==> src/rtl/h_state_stream_tx.sv <==
// Snapshots a flat B*H*P*N state tensor on start and streams it out PAR lanes
// per beat over a valid/ready interface, row-major with ragged row tails.
module h_state_stream_tx #(
    parameter int B   = 1,
    parameter int H   = 4,
    parameter int P   = 4,
    parameter int N   = 4,
    parameter int DW  = 16,
    parameter int PAR = 4
) (
    input  logic                    clk,
    input  logic                    rst_n,
    input  logic                    start,
    input  logic [B*H*P*N*DW-1:0]   h_flat,
    output logic                    m_valid,
    input  logic                    m_ready,
    output logic [PAR*DW-1:0]       m_data,
    output logic [PAR-1:0]          m_keep,
    output logic [9:0]              m_row,
    output logic [9:0]              m_nbase,
    output logic                    m_last,
    output logic                    busy,
    output logic                    done
);

    localparam int ROWS = B * H * P;
    localparam int ROWW = N * DW;
    localparam int TOTW = ROWS * ROWW;

    typedef enum logic [1:0] {
        ST_IDLE = 2'd0,
        ST_SEND = 2'd1,
        ST_DONE = 2'd2
    } state_e;

    state_e            state_q, state_d;
    logic [TOTW-1:0]   snap_q, snap_d;
    logic [9:0]        row_q, row_d;
    logic [9:0]        nbase_q, nbase_d;
    logic              valid_q, valid_d;
    logic              busy_q, busy_d;
    logic              done_q, done_d;

    logic              row_end_s;
    logic              last_beat_s;
    logic [ROWW-1:0]   row_vec_s;
    logic [PAR*DW-1:0] data_s;
    logic [PAR-1:0]    keep_s;

    // Beat position decode: does this beat close its row, and the tensor
    always_comb begin
        row_end_s   = (({1'b0, nbase_q} + 11'(PAR)) >= 11'(N));
        last_beat_s = row_end_s && (row_q == 10'(ROWS - 1));
    end

    // Next-state logic; counters return to zero after the final beat
    always_comb begin
        state_d = state_q;
        snap_d  = snap_q;
        row_d   = row_q;
        nbase_d = nbase_q;
        valid_d = valid_q;
        busy_d  = busy_q;
        done_d  = 1'b0;
        case (state_q)
            ST_IDLE: begin
                if (start) begin
                    snap_d  = h_flat;
                    row_d   = 10'd0;
                    nbase_d = 10'd0;
                    valid_d = 1'b1;
                    busy_d  = 1'b1;
                    state_d = ST_SEND;
                end else begin
                    valid_d = 1'b0;
                    busy_d  = 1'b0;
                end
            end
            ST_SEND: begin
                if (m_ready) begin
                    if (last_beat_s) begin
                        state_d = ST_DONE;
                        valid_d = 1'b0;
                        done_d  = 1'b1;
                        row_d   = 10'd0;
                        nbase_d = 10'd0;
                    end else if (row_end_s) begin
                        row_d   = row_q + 10'd1;
                        nbase_d = 10'd0;
                    end else begin
                        nbase_d = nbase_q + 10'(PAR);
                    end
                end else begin
                    state_d = ST_SEND;
                end
            end
            ST_DONE: begin
                state_d = ST_IDLE;
                valid_d = 1'b0;
                busy_d  = 1'b0;
            end
            default: begin
                state_d = ST_IDLE;
                valid_d = 1'b0;
                busy_d  = 1'b0;
            end
        endcase
    end

    // State, snapshot and status registers
    always_ff @(posedge clk or negedge rst_n) begin
        if (!rst_n) begin
            state_q <= ST_IDLE;
            snap_q  <= '0;
            row_q   <= 10'd0;
            nbase_q <= 10'd0;
            valid_q <= 1'b0;
            busy_q  <= 1'b0;
            done_q  <= 1'b0;
        end else begin
            state_q <= state_d;
            snap_q  <= snap_d;
            row_q   <= row_d;
            nbase_q <= nbase_d;
            valid_q <= valid_d;
            busy_q  <= busy_d;
            done_q  <= done_d;
        end
    end

    // Lane mux from registered snapshot and counters; AND-OR form keeps it a pure mux
    always_comb begin
        row_vec_s = '0;
        data_s    = '0;
        keep_s    = '0;
        for (int r = 0; r < ROWS; r++) begin
            row_vec_s = row_vec_s | ({ROWW{row_q == 10'(r)}} & snap_q[r*ROWW +: ROWW]);
        end
        for (int i = 0; i < PAR; i++) begin
            keep_s[i] = valid_q && (({1'b0, nbase_q} + 11'(i)) < 11'(N));
            for (int n = 0; n < N; n++) begin
                data_s[i*DW +: DW] = data_s[i*DW +: DW] |
                    ({DW{valid_q && ((nbase_q + 10'(i)) == 10'(n))}} & row_vec_s[n*DW +: DW]);
            end
        end
    end

    assign m_valid = valid_q;
    assign busy    = busy_q;
    assign done    = done_q;
    assign m_data  = data_s;
    assign m_keep  = keep_s;
    assign m_row   = row_q;
    assign m_nbase = nbase_q;
    assign m_last  = valid_q && last_beat_s;

endmodule
==> config.mk <==
export PLATFORM = sky130hd
export DESIGN_NAME = h_state_stream_tx
export DESIGN_NICKNAME = d
export VERILOG_FILES = /design/src/rtl/h_state_stream_tx.sv
export SDC_FILE = /design/constraint.sdc
export NUM_CORES = 2
export LEC_CHECK = 0
export BUFFER_PORTS_ARGS = -buffer_cell sky130_fd_sc_hd__buf_2
export CORE_AREA = 3 3 436 438
export CTS_CLUSTER_DIAMETER = 50
export DETAILED_ROUTE_END_ITERATION = 10
export DIE_AREA = 0 0 439 441
export GPL_ROUTABILITY_DRIVEN = 0
export PLACE_DENSITY = 0.43
export SLEW_MARGIN = 15
export SYNTH_ARGS = -nofsm -noshare
export SYNTH_HDL_FRONTEND = slang
export SYNTH_SLANG_ARGS = --single-unit
==> constraint.sdc <==
create_clock -name clk -period 3.3 [get_ports clk]
set_input_delay 0.825 -clock clk [delete_from_list [all_inputs] [get_ports clk]]
set_output_delay 0.825 -clock clk [all_outputs]
set_load 0.02 [all_outputs]
# After elaboration in Yosys (flattened, before gate mapping)
# Cells that the tools add are included.
# totals
regBits,1049
inputBits,1028
# op_classes
addsub,9
magnitude_cmp,5
n_eq_ne,33
muxes,21
n_bitwise,59
n_reduce_logical,34
# ops
op,n
$and 64x64->64,16
$or 64x64->64,15
$and 16x16->16,16
$or 16x16->16,12
$eq 10x2->1 const B,10
$eq 10x4->1 const B,8
$mux 10,7
$eq 10x1->1 const B,5
$logic_not 10->1,5
$eq 10x3->1 const B,4
$pmux 10 s2,2
$lt 11x3->1 const B,3
$add 10x2->11 const B,2
$logic_and 1x1->1,22
$add 10x1->10 const B,2
$add 10x2->10 const B,2
$add 10x1->11 const B,1
$add 10x3->11 const B,1
$ge 11x3->1 const B,1
$add 10x3->10 const B,1
$lt 10x3->1 const B,1
$mux 1,6
$mux 2,3
$ne 2x2->1 const B,3
other kinds (9),13

# Logic depth before layout (Yosys ltp)
# depth
word_depth,21
mapped_depth,9

# Worst setup path after synthesis
# OpenSTA, ideal clock, no wires.
# synth_path
kind,flip-flop to output port
startpoint,"register row_q[0], in the netlist m_row[0]"
endpoint,output m_data[59]
arrival_time_ns,2.549
slack_ns,-0.074
stages_incl_launch_ff,10
path_buffers,4
cell_sequence,dfrtp_1 -> ha_1 -> clkbuf_1 -> buf_1 -> clkbuf_1 -> buf_1 -> a22oi_1 -> o21ai_0 -> nand3_1 -> a31oi_1
# synth_via
elab_chain_len,21
elab_cells_between_ends,54
classes_between,eq/ne (15); bitwise (38); reduce/logical (1)
# synth_rtl
element,line_no,source
from (decl),38,"logic [9:0] row_q, row_d;"
from (signal assigned),123,row_q <= row_d;
$eq 10x1->1 / $logic_not 10->1 (equally long branches),137,row_vec_s = row_vec_s | ({ROWW{row_q == 10'(r)}} & snap_q[r*ROWW +: ROWW]);
$and 64x64->64,137,
$or 64x64->64 (14 in a row),137,
$or 64x64->64 (*),137,
$and 16x16->16,143,({DW{valid_q && ((nbase_q + 10'(i)) == 10'(n))}} & row_vec_s[n*DW +: DW]);
$or 16x16->16 (2 in a row),142,data_s[i*DW +: DW] = data_s[i*DW +: DW] |
$or 16x16->16 (*),142,
to (decl),17,"output logic [PAR*DW-1:0] m_data,"
# Mark *: on every way between the ends. The rest lies on a longest branch, timed or not.

# Worst setup path after layout
# layout_path
startpoint,"register row_q[0], in the netlist m_row[0]"
endpoint,output m_data[56]
# Same word-level chain as after synthesis.

==> results.md <==
- Post-synth top area cell: dfrtp_1
- Failing checks: negative setup slack
- I/O pins: 1120
- Synth Area in Adders: 0.1875%
- Remaining antenna violation count: 0
- Slew margin rel.: 43.06%
- Post-synth top cells: dfrtp_1 (1047), mux2_2 (1045), a22oi_1 (163)
- Place WS: -0.5207 ns
- Ys async rst share: 100.0%
- Setup ws final: -0.8249 ns
- Switching portion of total power: 36.39%
- Reg clk slew, reported paths: 0.06 ns
- CP max FO: 5
- Die height: 441 µm
- Crit-path leading delay family: buffers and inverters
- Syn avg cell area: 13.62 µm²
- RSZ-0062 raised after global routing: true
- Period minus WS final: 4.125 ns
- Final setup viols: 65
- Xor/xnor cell area share of the yosys netlist: 0%
- Sequential Power Share: 35.1%
- CTS tree: built
- Row Count: 159
- Compound-Gate Fraction of Synth Area: 10.17%
- Vias per cell: 5.009
- Crit path kind: flop to output pin
- Antenna violations before repair: 195
- Seq cells post-synth: 1047
- CTS root buf: clkbuf_16
- Fmax: 0.2424 GHz
- Setup TNS: -44.12 ns
- Largest family of logic cells by synthesized area: multiplexers
- Largest net degree at the start of global routing: 119
- Initial Util: 24.98%
- Data required, critical path: 2.47 ns
- Critical-path cell list: buf_6, ha_4, buf_12, buf_12, buf_12, buf_8, a222oi_1, buf_4, nor3_2, a221oi_2, a31oi_4, buf_6
- Most used cell, CP: buf_12
- CTS max path bufs: 3
- Crit path launch type: flop
- CP endpoint kind: output pin
- Die area: 0.1936 mm²
- Critical Path AT: 3.30 ns
- Fillers: 18531
- Vias in the first global route: 39494
- Share of total power in the clock network: 24.9%
- DRT Wirelength: 256300 µm
- Placed wire-length estimate: 194800 µm
- Die Wd: 439 µm
- Ys Warns: 0
- Final Hold Vio Count: 0
- Grt total ovfl: 0
- Mapped cell area: 0.04671 mm²
- First-pass GRT wire length: 337800 µm
- Top-count cell post-synth: dfrtp_1
- CTS buffer count: 157
- Actual slew at the worst max-slew pin: 0.8433 ns
- Core ar.: 0.1870 mm²
- Clk_lat worst skew: 0.82 ns
- Max cap viols: 0
- H-tree depth: 4
- Crit share post-route: 125.0%
- Yosys cell types: 71
- CP peak stage delay: 0.44 ns
- Clk sink count: 1047
- Layout cells sized above 1: 63.71%
- Drt wl/cell: 33.46 µm
- Part of the power in combinational logic: 40.0%
- GRT Util Overall: 25.53%
- Port Buffers: 1117
- Max Slew Vio Count: 0
- Top cell type's share of synthesized area: 56.09%
- EDFF count, synth: 0
- Clk_skew: 0.02815 ns
- DRT iter0 DRCs: 3048
- Residual DRC: 0
- Util after Layout: 36.48%
- Total number of vias: 38365
- Hold slack: 0.2368 ns
- Net switching power: 24.68 mW
- Final #Nets: 5982
- Mux share of post-synthesis cell area: 27.83%
- Mapped Cells: 3430
- Crit path max-delay cell type: a222oi_1
- Total power after layout: 67.83 mW
- Worst min path class: primary input to flop
- Synth area leaders: dfrtp_1 (56%), mux2_2 (25%), a22oi_1 (2.6%)
- Status: complete, but fails checks
- P_leak: 29.23 nW
- Pint: 43.15 mW
- Max VDD drop: 509.5 µV
- CP bufs+invs: 7
- Power Dens Cells: 994.3 mW/mm²
- DR pass1 iterations: 9
- Most used DFF post-synth: dfrtp_1
- Layout overhead on the synthesized area: 46.05%
- Simple logic cell fraction of the synthesized area: 3.217%
- Sequential area share after synthesis: 56.09%
==> area by class of cell <==
cell class,instances,area (µm²),share of cell area [%]
diodes,94,235.2,0.3448
well taps,2495,3122,4.576
clock inverters,83,883.3,1.295
repair buffers,1628,12220,17.91
multi-input cells,2100,21190,31.06
clock buffers,199,4308,6.315
flip-flops and latches,1047,26210,38.42
inverters,13,57.56,0.08437
==> worst paths after layout <==
path	from	slack [ns]	end	cells past startpoint
min reg2reg	snap_q[827]	0.50	snap_q[827]	1
max reg2reg	m_row[7]	0.56	m_row[3]	11
min	h_flat[317]	0.24	snap_q[317]	2
max	m_row[0]	-0.82	m_data[56]	12
min in group asynchronous	rst_n	0.57	snap_q[329]	2
max in group asynchronous	rst_n	1.43	snap_q[507]	3
==> state kept, by name (all words and copies together), names as in the netlist <==
register,cells
busy,1
m_valid,1
m_nbase,8
state_q,2
snap_q,1024
done,1
m_row,10
==> power groups by stage <==
stage	Sequential [mW]	Combinational, mW	Clock, mW
finish	23.8	27.1	16.9
global route	24.4	28.7	17.8
CTS	23.6	26.4	17.3
detailed placement	23.6	23.9	0
global placement	23.6	23.7	0
floorplan	21.8	12.8	0
==> layout by cell type, fill, tap and decap left out, drive strengths merged, types with 16 or more instances in the layout <==
master     n
buf     1624
dfrtp   1047
mux2    1045
clkbuf   201
a22oi    163
nand2    101
diode     94
mux2i     85
a21oi     64
o21ai     60
a222oi    57
a31oi     54
nor2      53
a221oi    41
clkinv    39
o22ai     39
nand3     38
nor3      36
inv       33
a22o      27
o31ai     23
mux4      17
and3      16
==> worst reg2reg max path: stages, from the launching register on <==
cell	delay, ns
dfrtp_1	0.38
or4_4	0.59
buf_12	0.18
nor3_4	0.14
buf_12	0.14
buf_8	0.13
buf_16	0.16
o211ai_1	0.11
buf_4	0.17
buf_4	0.13
nand4_1	0.07
o311ai_0	0.29
==> kinds of logic after synthesis <==
family | after synthesis
muxes | 1147
DFF | 1047
AOI/OAI and AO/OA | 642
and+or+nand+nor | 302
buffers and inverters | 284
adders and majority gates | 7
other | 1
==> layer usage <==
layer  track usage [%]  share of wire (%)
met3             5.736                6.3
met5                 0               0.13
met1             31.90                 41
met4             10.94                4.2
met2             42.30                 48
==> per-stage QoR <==
step           cell area, µm²  std cells
5_1_grt                 68170       7638
6_report                68220       7659
3_3_place_gp            58890       7151
4_1_cts                 66780       7531
2_1_floorplan           46840       3431
3_5_place_dp            58890       7151
==> timing repair <==
item	CTS	global route
setup endpoints to repair	68	69
endpoints found under the hold margin	2	0
pin swaps	114	124
gates resized for setup	381	179
hold buffers	1	0
cloned	9	2
buffers inserted	94	45
Power figures use the tool's default switching activity.
